## config.mk

```make
export PLATFORM = sky130hd
export DESIGN_NAME = mem_stage
export DESIGN_NICKNAME = d
export VERILOG_FILES = /design/src/rtl/core_pkg.sv /design/src/rtl/mem_align.sv /design/src/rtl/mem_stage.sv
export SDC_FILE = /design/constraint.sdc
export NUM_CORES = 1
export LEC_CHECK = 0
export ABC_AREA = 1
export CORE_MARGIN = 4
export CORE_UTILIZATION = 33
export DETAILED_ROUTE_END_ITERATION = 10
export GPL_TIMING_DRIVEN = 0
export MAX_ROUTING_LAYER = met4
export RECOVER_POWER = 50
export SETUP_SLACK_MARGIN = 0.4
export SLEW_MARGIN = 20
export SYNTH_ARGS = -nofsm -noshare
export SYNTH_HDL_FRONTEND = slang
export SYNTH_SLANG_ARGS = --single-unit
```

## constraint.sdc

```tcl
create_clock -name clk -period 8.05 [get_ports clk]
set_input_delay 1.61 -clock clk [delete_from_list [all_inputs] [get_ports clk]]
set_output_delay 1.61 -clock clk [all_outputs]
set_load 0.05 [all_outputs]
```

## src/rtl/core_pkg.sv

```systemverilog
// Shared RV32I core definitions: opcodes, funct3 size codes and the
// memory-stage FSM state type.
package core_pkg;

  localparam logic [6:0] OP_LOAD   = 7'b0000011;
  localparam logic [6:0] OP_STORE  = 7'b0100011;
  localparam logic [6:0] OP_BRANCH = 7'b1100011;
  localparam logic [6:0] OP_R      = 7'b0110011;
  localparam logic [6:0] OP_I      = 7'b0010011;

  localparam logic [2:0] F3_B  = 3'b000;
  localparam logic [2:0] F3_H  = 3'b001;
  localparam logic [2:0] F3_W  = 3'b010;
  localparam logic [2:0] F3_BU = 3'b100;
  localparam logic [2:0] F3_HU = 3'b101;

  typedef enum logic [1:0] {
    ST_IDLE,
    ST_ACCESS,
    ST_DONE
  } mem_state_e;

endpackage

```

## src/rtl/mem_align.sv

```systemverilog
// Byte-lane helper for the memory stage: store lane replication and strobes,
// misalignment detection, and load lane extraction with sign/zero extension.
module mem_align
  import core_pkg::*;
#(
  parameter int XLEN = 32
) (
  input  logic [2:0]      funct3,
  input  logic [1:0]      addr_lo,
  input  logic            is_load,
  input  logic            is_store,
  input  logic [XLEN-1:0] store_data,
  output logic [XLEN-1:0] wdata,
  output logic [3:0]      wstrb,
  output logic            misaligned,
  input  logic [2:0]      ld_funct3,
  input  logic [1:0]      ld_addr_lo,
  input  logic [XLEN-1:0] rdata,
  output logic [XLEN-1:0] ld_data
);

  logic [7:0]  byte_sel;
  logic [15:0] half_sel;

  always_comb begin
    // NOTE: every output gets a default first so no path can infer a latch.
    wdata = store_data;
    wstrb = 4'b0000;
    case (funct3)
      F3_B: begin
        wdata = {4{store_data[7:0]}};
        wstrb = 4'b0001 << addr_lo;
      end
      F3_H: begin
        wdata = {2{store_data[15:0]}};
        wstrb = addr_lo[1] ? 4'b1100 : 4'b0011;
      end
      F3_W:    wstrb = 4'b1111;
      default: ;
    endcase
  end

  // Undefined size codes under LOAD/STORE are reported as misaligned too.
  always_comb begin
    misaligned = 1'b0;
    if (is_load) begin
      case (funct3)
        F3_B, F3_BU: misaligned = 1'b0;
        F3_H, F3_HU: misaligned = addr_lo[0];
        F3_W:        misaligned = (addr_lo != 2'b00);
        default:     misaligned = 1'b1;
      endcase
    end else if (is_store) begin
      case (funct3)
        F3_B:    misaligned = 1'b0;
        F3_H:    misaligned = addr_lo[0];
        F3_W:    misaligned = (addr_lo != 2'b00);
        default: misaligned = 1'b1;
      endcase
    end
  end

  always_comb begin
    case (ld_addr_lo)
      2'd0:    byte_sel = rdata[7:0];
      2'd1:    byte_sel = rdata[15:8];
      2'd2:    byte_sel = rdata[23:16];
      default: byte_sel = rdata[31:24];
    endcase
    half_sel = ld_addr_lo[1] ? rdata[31:16] : rdata[15:0];

    case (ld_funct3)
      F3_B:    ld_data = {{(XLEN-8){byte_sel[7]}}, byte_sel};
      F3_BU:   ld_data = {{(XLEN-8){1'b0}}, byte_sel};
      F3_H:    ld_data = {{(XLEN-16){half_sel[15]}}, half_sel};
      F3_HU:   ld_data = {{(XLEN-16){1'b0}}, half_sel};
      default: ld_data = rdata;
    endcase
  end

endmodule

```

## src/rtl/mem_stage.sv

```systemverilog
// RV32I memory-access stage: issues loads/stores over a req/ack port, times
// out stuck requests and produces a registered writeback bundle.
module mem_stage
  import core_pkg::*;
#(
  parameter int XLEN    = 32,
  parameter int TIMEOUT = 255
) (
  input  logic            clk,
  input  logic            reset,
  input  logic            valid_in,
  input  logic [11:0]     operation,
  input  logic [XLEN-1:0] alu_res,
  input  logic [XLEN-1:0] store_data,
  input  logic [4:0]      rd_idx,
  output logic            stall,
  output logic            mem_req,
  output logic            mem_we,
  output logic [XLEN-1:0] mem_addr,
  output logic [XLEN-1:0] mem_wdata,
  output logic [3:0]      mem_wstrb,
  input  logic [XLEN-1:0] mem_rdata,
  input  logic            mem_ack,
  output logic            wb_valid,
  output logic            wb_en,
  output logic [4:0]      wb_rd,
  output logic [XLEN-1:0] wb_data,
  output logic            misaligned,
  output logic            bus_err
);

  localparam int CNT_W = $clog2(TIMEOUT + 1);
  localparam logic [CNT_W-1:0] CNT_LAST = CNT_W'(TIMEOUT - 1);

  logic [6:0] opcode;
  logic [2:0] funct3;
  logic       is_load, is_store, is_branch;
  logic       acc_mis, accept, ls_go;
  logic [XLEN-1:0] st_wdata, ld_data;
  logic [3:0]      st_wstrb;
  logic [1:0]      unused_op_bits;

  mem_state_e      state_q, state_d;
  logic [CNT_W-1:0] cnt_q, cnt_d;
  logic            ld_q, ld_d;
  logic [2:0]      f3_q, f3_d;
  logic [1:0]      addr_lo_q, addr_lo_d;
  logic [4:0]      rd_q, rd_d;
  logic            mem_req_q, mem_req_d, mem_we_q, mem_we_d;
  logic [XLEN-1:0] mem_addr_q, mem_addr_d, mem_wdata_q, mem_wdata_d;
  logic [3:0]      mem_wstrb_q, mem_wstrb_d;
  logic            wb_valid_q, wb_valid_d, wb_en_q, wb_en_d;
  logic [4:0]      wb_rd_q, wb_rd_d;
  logic [XLEN-1:0] wb_data_q, wb_data_d;
  logic            misaligned_q, misaligned_d, bus_err_q, bus_err_d;

  assign opcode         = operation[6:0];
  assign funct3         = operation[9:7];
  assign unused_op_bits = operation[11:10];
  assign is_load        = (opcode == OP_LOAD);
  assign is_store       = (opcode == OP_STORE);
  assign is_branch      = (opcode == OP_BRANCH);

  mem_align #(.XLEN(XLEN)) u_align (
    .funct3     (funct3),
    .addr_lo    (alu_res[1:0]),
    .is_load    (is_load),
    .is_store   (is_store),
    .store_data (store_data),
    .wdata      (st_wdata),
    .wstrb      (st_wstrb),
    .misaligned (acc_mis),
    .ld_funct3  (f3_q),
    .ld_addr_lo (addr_lo_q),
    .rdata      (mem_rdata),
    .ld_data    (ld_data)
  );

  assign accept = (state_q == ST_IDLE) && valid_in;
  assign ls_go  = (is_load || is_store) && !acc_mis;
  // Combinational so upstream already holds in the cycle the access is accepted.
  assign stall  = !reset && ((state_q == ST_ACCESS) || (accept && ls_go));

  always_comb begin
    state_d      = state_q;
    cnt_d        = cnt_q;
    ld_d         = ld_q;
    f3_d         = f3_q;
    addr_lo_d    = addr_lo_q;
    rd_d         = rd_q;
    mem_req_d    = mem_req_q;
    mem_we_d     = mem_we_q;
    mem_addr_d   = mem_addr_q;
    mem_wdata_d  = mem_wdata_q;
    mem_wstrb_d  = mem_wstrb_q;
    wb_valid_d   = 1'b0;
    wb_en_d      = 1'b0;
    wb_rd_d      = wb_rd_q;
    wb_data_d    = wb_data_q;
    misaligned_d = 1'b0;
    bus_err_d    = 1'b0;

    case (state_q)
      ST_IDLE: begin
        if (valid_in) begin
          if (is_load || is_store) begin
            if (acc_mis) begin
              misaligned_d = 1'b1;
              wb_valid_d   = 1'b1;
              wb_rd_d      = rd_idx;
            end else begin
              state_d     = ST_ACCESS;
              cnt_d       = '0;
              ld_d        = is_load;
              f3_d        = funct3;
              addr_lo_d   = alu_res[1:0];
              rd_d        = rd_idx;
              mem_req_d   = 1'b1;
              mem_we_d    = is_store;
              mem_addr_d  = {alu_res[XLEN-1:2], 2'b00};
              mem_wdata_d = st_wdata;
              mem_wstrb_d = is_store ? st_wstrb : 4'b0000;
            end
          end else begin
            wb_valid_d = 1'b1;
            wb_en_d    = !is_branch && (rd_idx != 5'd0);
            wb_rd_d    = rd_idx;
            wb_data_d  = alu_res;
          end
        end
      end
      ST_ACCESS: begin
        if (mem_ack) begin
          state_d    = ST_DONE;
          mem_req_d  = 1'b0;
          wb_valid_d = 1'b1;
          wb_en_d    = ld_q && (rd_q != 5'd0);
          wb_rd_d    = rd_q;
          wb_data_d  = ld_q ? ld_data : '0;
        end else if (cnt_q == CNT_LAST) begin
          state_d    = ST_IDLE;
          mem_req_d  = 1'b0;
          bus_err_d  = 1'b1;
          wb_valid_d = 1'b1;
          wb_rd_d    = rd_q;
        end else begin
          cnt_d = cnt_q + 1'b1;
        end
      end
      // The writeback pulse is already registered; valid_in here is the
      // still-held instruction that was just completed.
      ST_DONE: state_d = ST_IDLE;
      default: state_d = ST_IDLE;
    endcase
  end

  // NOTE: state is updated with non-blocking assignments only.
  always_ff @(posedge clk or posedge reset) begin
    if (reset) begin
      state_q      <= ST_IDLE;
      cnt_q        <= '0;
      ld_q         <= 1'b0;
      f3_q         <= 3'b000;
      addr_lo_q    <= 2'b00;
      rd_q         <= 5'd0;
      mem_req_q    <= 1'b0;
      mem_we_q     <= 1'b0;
      mem_addr_q   <= '0;
      mem_wdata_q  <= '0;
      mem_wstrb_q  <= 4'b0000;
      wb_valid_q   <= 1'b0;
      wb_en_q      <= 1'b0;
      wb_rd_q      <= 5'd0;
      wb_data_q    <= '0;
      misaligned_q <= 1'b0;
      bus_err_q    <= 1'b0;
    end else begin
      state_q      <= state_d;
      cnt_q        <= cnt_d;
      ld_q         <= ld_d;
      f3_q         <= f3_d;
      addr_lo_q    <= addr_lo_d;
      rd_q         <= rd_d;
      mem_req_q    <= mem_req_d;
      mem_we_q     <= mem_we_d;
      mem_addr_q   <= mem_addr_d;
      mem_wdata_q  <= mem_wdata_d;
      mem_wstrb_q  <= mem_wstrb_d;
      wb_valid_q   <= wb_valid_d;
      wb_en_q      <= wb_en_d;
      wb_rd_q      <= wb_rd_d;
      wb_data_q    <= wb_data_d;
      misaligned_q <= misaligned_d;
      bus_err_q    <= bus_err_d;
    end
  end

  assign mem_req    = mem_req_q;
  assign mem_we     = mem_we_q;
  assign mem_addr   = mem_addr_q;
  assign mem_wdata  = mem_wdata_q;
  assign mem_wstrb  = mem_wstrb_q;
  assign wb_valid   = wb_valid_q;
  assign wb_en      = wb_en_q;
  assign wb_rd      = wb_rd_q;
  assign wb_data    = wb_data_q;
  assign misaligned = misaligned_q;
  assign bus_err    = bus_err_q;

endmodule

```

==> flow_summary.json <==
{
  "min_path_type": "reg -> reg",
  "ios": 229,
  "path_delay_family": "buffers and inverters",
  "final_cell_area_mm2": 0.0102,
  "finalSetupTns_ns": 0,
  "wl_mm": 26.9,
  "core-area_mm2": 0.0211,
  "antenna_found_initial": 3,
  "comb_power_share": 0.315,
  "holdWs_ns": 0.465,
  "cts_resized": 0,
  "final_util": 0.485,
  "ys_seq_area_frac": 0.460,
  "postCtsSetupBuffers": 0,
  "min_path_cells": 2,
  "cpPeakStageDelay_ns": 0.73,
  "path_depth": 9,
  "grt_pass1_vias": 7364,
  "status": "complete, but fails checks",
  "die_width_um": 154,
  "intPower_mw": 1.36,
  "p_leak_nw": 5.08,
  "setup_viol": 0,
  "area.growth.synth_to_final_pct": 44.4,
  "final_common_cell": "nand2_1",
  "crit_chain": "dlygate4sd3_1, nor2_1, nand4_1, nor2_1, nand2_4, buf_4, nand3_1, a21oi_1, clkdlybuf4s50_1",
  "wl_per_cell_um": 17.6,
  "syn_area_mm2": 0.00708,
  "fillers": 2152,
  "overflow": 0,
  "crit_slowest_cell": "clkdlybuf4s50_1",
  "finalCriticalPeriod_ns": 5.86,
  "placed_area_mm2": 0.00969,
  "synth_cell_types": 32,
  "portBuffers": 223,
  "crit_arrival_ns": 4.25,
  "violations": "max-capacitance violations, max-slew violations",
  "worst_pin_slew_ns": 3.59,
  "max_cap_violations": 1,
  "cp_max_fo": 10,
  "irDropWorstVdd_mv": 0.146,
  "final_layout_size_suffix_gt1_frac": 0.0600,
  "grt_pass1_wl_mm": 41.7,
  "cts_tree": "done",
  "root_buffer": "clkbuf_16",
  "worst_ep_required_time_ns": 6.44,
  "final_hold_viol_count": 0,
  "num_vias": 7488,
  "pwr-share-clk": 0.332,
  "grt_setup_unrepaired": "no",
  "clockBufferDepth": 2,
  "die_area_mm2": 0.0239,
  "final_nets": 1357,
  "path_class": "in -> out",
  "ys_ff_latch": 130,
  "switching_power_mw": 0.840,
  "clk_pin_slew_ns": 0.06,
  "p_seq_frac": 0.353,
  "slew-limit-headroom": -1.41,
  "cp-end-kind": "output pin",
  "cts_sinks": 130,
  "drc": 0,
  "start_util": 0.336,
  "power.density_mw_per_mm2": 215,
  "gr-usage-all-layers": 0.229,
  "row_count": 53,
  "cts_buffers": 17,
  "gp_congestion": 0.903,
  "syn_avg_cell_area_um2": 7.12,
  "path_common_cell": "nor2_1",
  "r2r_slack_ns": 5.72,
  "h-tree-depth": 4,
  "cts_hold_buf": 0,
  "total_power_mw": 2.20,
  "clock.fmax_mhz": 171,
  "synth_cells": 994,
  "ys_warn_count": 0,
  "die_h_um": 154,
  "dpl.hpwl_mm": 20.4,
  "period_share": 0.728,
  "final_cell_mix": "nand2_1 (336), clkdlybuf4s50_1 (184), nor2_1 (144)",
  "worstSetupStartpointType": "primary input",
  "antenna_left": 0,
  "finClkSkew_ns": 0.00776,
  "ff2ff_path_depth": 7,
  "via_per_inst": 4.89,
  "clock_latency_ns": 0.42,
  "drv_slew": 77,
  "firstDrtPassIters": 5,
  "path_buf_inv": 3,
  "p_sw_frac": 0.381,
  "grt_max_degree": 78,
  "drt-initial-drc-count": 518
}
## layer usage
metal / vias up / track usage / share of wire
met2: 256 / 0.348 / 0.45
met5: - / - / 0
li1: 3709 / - / -
met4: 0 / 0.0635 / 0.019
met1: 3490 / 0.311 / 0.46
met3: 33 / 0.0512 / 0.062
## worst min-delay path, cell delays in order, from the launching register on
cell     delay [ns]
dfrtp_1        0.34
nand2_1        0.05
nand2_1        0.04
## registers in the layout (all words and copies together), names as in the netlist, 3 cells and up
register / flops
mem_wdata: 32
wb_data: 32
mem_addr: 30
cnt_q: 8
rd_q: 5
wb_rd: 5
mem_wstrb: 4
f3_q: 3
## worst paths after layout
kind / start / to
worst max-delay path: operation[3] / stall
worst min-delay path: wb_rd[1]$_DFFE_PP0P_ / wb_rd[1]$_DFFE_PP0P_
worst max register to register: state_q[0]$_DFFE_PP0P_ / wb_data[25]$_DFFE_PP0P_
worst min register to register: wb_rd[1]$_DFFE_PP0P_ / wb_rd[1]$_DFFE_PP0P_
max in group asynchronous: reset / mem_addr[15]$_DFFE_PP0P_
min in group asynchronous: reset / mem_wdata[17]$_DFFE_PP0P_
## layout make-up
type / instances / area [µm²] / share of cell area
sequential: 130 / 3250 / 0.318
multi-input combinational: 731 / 3220 / 0.315
timing repair buffer: 224 / 2260 / 0.221
clock buffer: 18 / 439 / 0.0430
tap: 275 / 344 / 0.0337
buffer: 62 / 314 / 0.0307
inverter: 72 / 272 / 0.0266
clock inverter: 14 / 109 / 0.0106
antenna: 4 / 10.0 / 0.000979
## power by group through the flow
stage	combinational [mW]	sequential [mW]	clock, mW
2_1_floorplan	0.180	1.03	0
3_3_place_gp	0.701	0.788	0
3_5_place_dp	0.706	0.788	0
4_1_cts	0.708	0.778	0.745
5_1_grt	0.743	0.788	0.772
6_report	0.695	0.778	0.731
## cells by family (layout without fill, tap and decap cells)
family | count (synthesis) | after routing | synth area share
adder cells (fa/ha/maj) | 2 | 2 | 0.00353
flip-flops | 130 | 130 | 0.460
buffers and inverters | 134 | 390 | 0.0831
other | 1 | 6 | 0.000530
AO/OA/AOI/OAI | 86 | 86 | 0.0622
XOR/XNOR | 5 | 5 | 0.00619
AND/OR/NAND/NOR | 636 | 636 | 0.385
## per-stage QoR
step	cells	setup slack, ns
after floorplan	995	2.97
after global placement	1493	0.713
after detailed placement	1494	2.24
after CTS	1526	2.23
after global routing	1529	2.03
final	1530	2.19
## synth_stat cells
library cell	count	area [µm²]
a21oi_1	42	210
nor2_4	1	11.3
nor3_1	1	5.00
o311ai_0	1	8.76
nand3_2	1	10.0
o211ai_1	1	7.51
dfrtp_1	130	3250
xnor2_1	2	17.5
nand2_4	1	11.3
o2111ai_1	1	8.76
nand4_1	81	507
nand2_1	336	1260
buf_2	23	115
nor2_2	3	18.8
o21ai_1	1	5.00
inv_2	3	11.3
and3_1	1	6.26
nor4_1	1	6.26
o21ai_0	40	200
nand4_2	1	12.5
nand2_2	3	18.8
nor2_1	141	529
xor2_1	3	26.3
nand3b_1	1	7.51
nand3_1	64	320
buf_6	3	33.8
buf_1	1	3.75
clkbuf_1	26	97.6
conb_1	1	3.75
inv_1	69	259
buf_4	9	67.6
ha_1	2	25.0
Note: power is estimated with default switching activity, not from simulation.
